File: config.mk
export PLATFORM = sky130hd
export DESIGN_NAME = reg_file_param
export DESIGN_NICKNAME = d
export VERILOG_FILES = /design/src/rtl/reg_file_param.sv
export SDC_FILE = /design/constraint.sdc
export NUM_CORES = 1
export LEC_CHECK = 0
export CELL_PAD_IN_SITES_DETAIL_PLACEMENT = 1
export CELL_PAD_IN_SITES_GLOBAL_PLACEMENT = 1
export CORE_ASPECT_RATIO = 0.7
export CORE_UTILIZATION = 40
export CTS_CLUSTER_DIAMETER = 40
export DETAILED_ROUTE_END_ITERATION = 16
export GPL_ROUTABILITY_DRIVEN = 0
export PLACE_DENSITY_LB_ADDON = 0.1
export REMOVE_ABC_BUFFERS = 1
export SLEW_MARGIN = 20
export SYNTH_ARGS = -nofsm -noshare
export SYNTH_HDL_FRONTEND = slang
export SYNTH_SLANG_ARGS = --single-unit
File: constraint.sdc
create_clock -name clk -period 2.8 [get_ports clk]
set_input_delay 0.56 -clock clk [delete_from_list [all_inputs] [get_ports clk]]
set_output_delay 0.56 -clock clk [all_outputs]
set_load 0.02 [all_outputs]
File: src/rtl/reg_file_param.sv
// Parametrised DEPTH x WIDTH register file with shared clear/load/dec/inc function code,
// per-register wrap/clamp event pulses, zero status and two combinational read ports.
// Optional same-cycle write-to-read forwarding is enabled by defining RF_BYPASS_EN.
module reg_file_param #(
    parameter int               WIDTH     = 8,
    parameter int               DEPTH     = 8,
    parameter int               SEL_W     = 3,
    parameter logic [WIDTH-1:0] RESET_VAL = '0,
    parameter bit               SAT       = 1'b0
) (
    input  logic             clk,
    input  logic             rst,
    input  logic [WIDTH-1:0] load,
    input  logic [1:0]       funsel,
    input  logic [DEPTH-1:0] rsel,
    input  logic [SEL_W-1:0] o1sel,
    input  logic [SEL_W-1:0] o2sel,
    output logic [WIDTH-1:0] o1,
    output logic [WIDTH-1:0] o2,
    output logic [DEPTH-1:0] zero,
    output logic [DEPTH-1:0] evt
);

    localparam logic [1:0] FN_CLR = 2'b00;
    localparam logic [1:0] FN_LD  = 2'b01;
    localparam logic [1:0] FN_DEC = 2'b10;
    localparam logic [1:0] FN_INC = 2'b11;

    logic [WIDTH-1:0] regs   [DEPTH];
    logic [WIDTH-1:0] nxt    [DEPTH];
    logic [WIDTH-1:0] rd_val [DEPTH];
    logic [DEPTH-1:0] hit;

    // Next value of one register under the shared function code, with wrap or clamp.
    function automatic logic [WIDTH-1:0] next_val(input logic [WIDTH-1:0] cur,
                                                  input logic [1:0]       fs,
                                                  input logic [WIDTH-1:0] ld);
        logic [WIDTH-1:0] res;
        case (fs)
            FN_CLR:  res = '0;
            FN_LD:   res = ld;
            FN_DEC:  res = (SAT && cur == '0) ? cur : cur - WIDTH'(1);
            default: res = (SAT && (&cur))    ? cur : cur + WIDTH'(1);
        endcase
        return res;
    endfunction

    // An event is the boundary crossing itself, whether it wrapped or was clamped.
    function automatic logic boundary_hit(input logic [WIDTH-1:0] cur,
                                          input logic [1:0]       fs);
        return (fs == FN_INC && (&cur)) || (fs == FN_DEC && cur == '0);
    endfunction

    always_comb begin
        hit = '0;
        for (int i = 0; i < DEPTH; i++) begin
            nxt[i] = next_val(regs[i], funsel, load);
            hit[i] = boundary_hit(regs[i], funsel);
        end
    end

    always_ff @(posedge clk) begin
        if (rst) begin
            for (int i = 0; i < DEPTH; i++) regs[i] <= RESET_VAL;
            evt <= '0;
        end else begin
            for (int i = 0; i < DEPTH; i++) begin
                if (rsel[i]) regs[i] <= nxt[i];
            end
            evt <= rsel & hit;
        end
    end

    always_comb begin
        for (int i = 0; i < DEPTH; i++) begin
            rd_val[i] = regs[i];
`ifdef RF_BYPASS_EN
            if (rsel[i] && !rst) rd_val[i] = nxt[i];
`endif
        end
    end

    // Selects at or beyond DEPTH match no register and read back as zero.
    always_comb begin
        o1   = '0;
        o2   = '0;
        zero = '0;
        for (int i = 0; i < DEPTH; i++) begin
            if (o1sel == SEL_W'(i)) o1 = rd_val[i];
            if (o2sel == SEL_W'(i)) o2 = rd_val[i];
            zero[i] = (regs[i] == '0);
        end
    end

endmodule

==> results.toml, run 1 <==
[logic_synthesis]
synth.most_common_cell = "nand2_1"
synth_seq_cells = 72
synth-edff-count = 64
yosysSeqAreaShare = 0.319
synthArstFlopShare = 0
syn_avg_cell_area_um2 = 7.91
netlist.area_leader.share = 0.294
syn_inst = 826
yosys.area.top_type = "edfxtp_1"
synth-main-ff-cell = "edfxtp_1"
synth_cell_types = 65
syn-cell-area_mm2 = 0.00654
ys_top_cells_by_area = "edfxtp_1, a21oi_1, nand2_1, xnor2_1, o21ai_0"
ys_warn_count = 0
synth_common_cells = "nand2_1, a21oi_1, clkbuf_1"

[place]
io_buffers = 57
place_area_mm2 = 0.00788
dpl.hpwl_mm = 20.4
placedCellCount = 1126

[cts]
cts_tree = "yes"
cts_buffers = 9
clockRootBuffer = "clkbuf_16"
clkTransAtPathRegs_ns = 0.06
hold_buffers = 0
clock_path_buffers = 2
cts_sinks = 72
worstSkewPairLatency_ns = 0.35
htree_levels = 3

[sta]
finalSetupViolCount = 0
drv_slew = 0
hold_viol = 0
fmax_ghz = 0.362
clock_skew_ns = 0.0103
whs_ns = 0.694
slew_headroom = 0.703
tns_ns = 0
fin_crit_sh = 0.986
max_slew.worst_pin.slew_ns = 0.434
fin_crit_ns = 2.76

[floorplanning]
die_x_um = 155
initial_core_util = 0.415
ios = 58
dieHeight_um = 109
die-area_mm2 = 0.0169
core_area_mm2 = 0.0157
rows = 38

[cells_and_area]
area.growth.synth_to_final_pct = 27.4
fillers = 1903
fin_area_mm2 = 0.00832
final_nets = 962
drive_gt1_frac = 0.200
final_cell_count_no_fill = 1152

[setup_path]
crit_type = "in2out"
slowest_stage = "clkdlybuf4s15_1"
r2r_end = "regs[0][14]$_SDFFCE_PN0P_"
rr_startpoint = "regs[0][9]$_SDFFCE_PN0P_"
setup.worst_path.start = "o2sel[1]"
crit_fanout = 5
worstPathRequired_ns = 2.24
endpoint_kind = "output pin"
timing.critical_path.buf_inv = 4
cp_top_family = "buffers and inverters"
slowest_delay_ns = 0.35
crit_chain = "dlygate4sd2_1 -> buf_4 -> buf_4 -> mux2i_1 -> o21ai_0 -> o21ai_0 -> a21oi_1 -> clkdlybuf4s15_1"
r2r_setup_slack_ns = 0.35
cp-start-kind = "input pin"
worstRegToRegCells = 8
crit_arrival_ns = 2.20

[min_path]
min_path_type = "reg2reg"
hp-start = "regs[0][23]$_SDFFCE_PN0P_"
hold-path-cell-count = 2
hold-path-endpoint = "evt[2]$_SDFF_PP0_"

[drt]
routed_wirelength_mm = 27.7
drt_iter0_drc = 620
vias_per_cell = 6.34
avgRoutedWirePerCell_um = 24.1
dr.pass1.iters = 5
dr_total_vias = 7302
postRouteAntennaNets = 0
drc_errors = 0

[grt]
antenna_found_initial = 3
grt_util_all_layers = 0.332
overflow = 0
grt_max_degree = 78
grt_pass1_wl_mm = 41.7
first_global_vias = 7237

[power_and_ir_drop]
peakVddDrop_v = 0.000383
combPwrFrac = 0.314
power.share.clock = 0.335
p_leak_nw = 3.22
seqPwrFrac = 0.351
p_sw_frac = 0.338
p_int_mw = 2.62
p_switching_mw = 1.34
cellPowerDensity_mw_per_mm2 = 476

[run_status]
status = "finished, final reports clean"

[run]
maxCapViolations = 0
worst max-delay path by stage:
stage	end	slack, ns	cells after the start
CTS	o1[0]	-0.0002	6
finish	o2[7]	0.04	8
floorplan	regs[0][31]$_SDFFCE_PN0P_	-0.48	8
global route	o2[1]	-0.004	8
global placement	o2[2]	-0.48	8
detailed placement	o1[3]	-0.52	6
cell usage in the layout (no fill, tap or decap), types with 5 or more instances in the layout:
cell / synthesis / layout
o221ai_1: 8 / 7
nor2b_1: 19 / 15
dlygate4sd2_1: 0 / 10
clkdlybuf4s50_1: 0 / 28
nand2_1: 103 / 103
nor4_1: 12 / 11
a22oi_1: 9 / 8
dfxtp_1: 8 / 8
a21oi_1: 82 / 82
nor3_1: 29 / 29
nand3_1: 23 / 23
or4_1: 14 / 14
o21ai_0: 52 / 47
o211ai_1: 17 / 17
mux2_2: 6 / 6
a31oi_1: 5 / 5
a41oi_1: 5 / 5
ha_1: 10 / 10
inv_1: 10 / 10
clkbuf_16: 0 / 10
o21a_1: 5 / 5
nand3b_1: 5 / 5
edfxtp_1: 64 / 64
o22ai_1: 9 / 9
nor2_1: 55 / 54
nand2b_1: 18 / 18
or3_1: 13 / 13
mux2i_1: 15 / 15
buf_2: 9 / 9
buf_4: 0 / 109
xnor2_1: 36 / 36
and3_1: 8 / 7
o2111ai_1: 5 / 5
or2_2: 10 / 10
nand4_1: 17 / 17
a22o_1: 5 / 5
xor2_1: 14 / 14
worst reg2reg max path: stages (launching register included):
cell,delay [ns]
edfxtp_1,0.47
buf_4,0.22
xnor2_1,0.14
ha_1,0.20
or3_1,0.34
nor3_1,0.15
a2bb2oi_1,0.33
nor3b_1,0.11
a211o_1,0.25
cell families (layout without fill, tap and decap cells):
| kind of cell | after synthesis | after routing | synth area share |
|---|---|---|---|
| buffers and inverters | 95 | 200 | 0.0574 |
| AO/OA/AOI/OAI | 233 | 233 | 0.223 |
| adder cells (fa/ha/maj) | 10 | 10 | 0.0191 |
| flip-flops | 72 | 72 | 0.319 |
| multiplexers | 26 | 26 | 0.0511 |
| AND/OR/NAND/NOR | 340 | 340 | 0.263 |
| other | 0 | 1 | 0 |
| XOR/XNOR | 50 | 50 | 0.0670 |
state kept, by name, summed over array words and instances (netlist names):
register  count
regs         64
evt           8
per-stage QoR:
step,utilization,power [mW],setup slack [ns]
5_1_grt,0.529,4.09,-0.00366
4_1_cts,0.525,3.92,-0.000180
2_1_floorplan,-,2.00,-0.475
6_report,0.529,3.96,0.0384
3_3_place_gp,0.501,2.56,-0.478
3_5_place_dp,0.501,2.61,-0.523
metal layers:
layer	share of wire	vias to the layer above	wire (µm)	track usage
li1	-	3267	-	-
met5	0	-	0	0
met4	0.041	0	1130	0.149
met1	0.43	3611	12000	0.447
met2	0.44	343	12300	0.521
met3	0.083	81	2310	0.0604
timing repair:
| action | CTS | global route |
|---|---|---|
| cloned | 1 | 1 |
| hold endpoints to repair | 0 | 0 |
| setup buffers | 2 | 5 |
| resized for setup | 70 | 23 |
| setup endpoints to repair | 21 | 15 |
| pin swaps | 4 | 2 |
power by group through the flow:
stage,Combinational [mW],Sequential [mW],Clock [mW]
global route,1.33,1.39,1.37
floorplan,0.591,1.41,0
detailed placement,1.20,1.41,0
finish,1.24,1.39,1.33
CTS,1.21,1.39,1.33
global placement,1.16,1.40,0
final cells by class:
cell class              instances  area (µm²)  area share
diodes                          1        2.50    0.000301
clock buffers                  12         256      0.0308
clock inverters                 4        76.3     0.00917
inverters                      11        41.3     0.00496
multi-input cells             659        4150       0.498
flip-flops and latches         72        2080       0.250
well taps                     220         275      0.0331
repair buffers                173        1440       0.173
No activity file was read; power rests on OpenSTA's default activity.
==> run 2, diff against run 1 <==
--- a/config.mk
+++ b/config.mk
@@ -9,7 +9,6 @@
 export CELL_PAD_IN_SITES_GLOBAL_PLACEMENT = 1
 export CORE_ASPECT_RATIO = 0.7
 export CORE_UTILIZATION = 40
-export CTS_CLUSTER_DIAMETER = 40
 export DETAILED_ROUTE_END_ITERATION = 16
 export GPL_ROUTABILITY_DRIVEN = 0
 export PLACE_DENSITY_LB_ADDON = 0.1
==> results of run 2 <==
The final DEF is identical to that of run 1; final timing and power are the same.
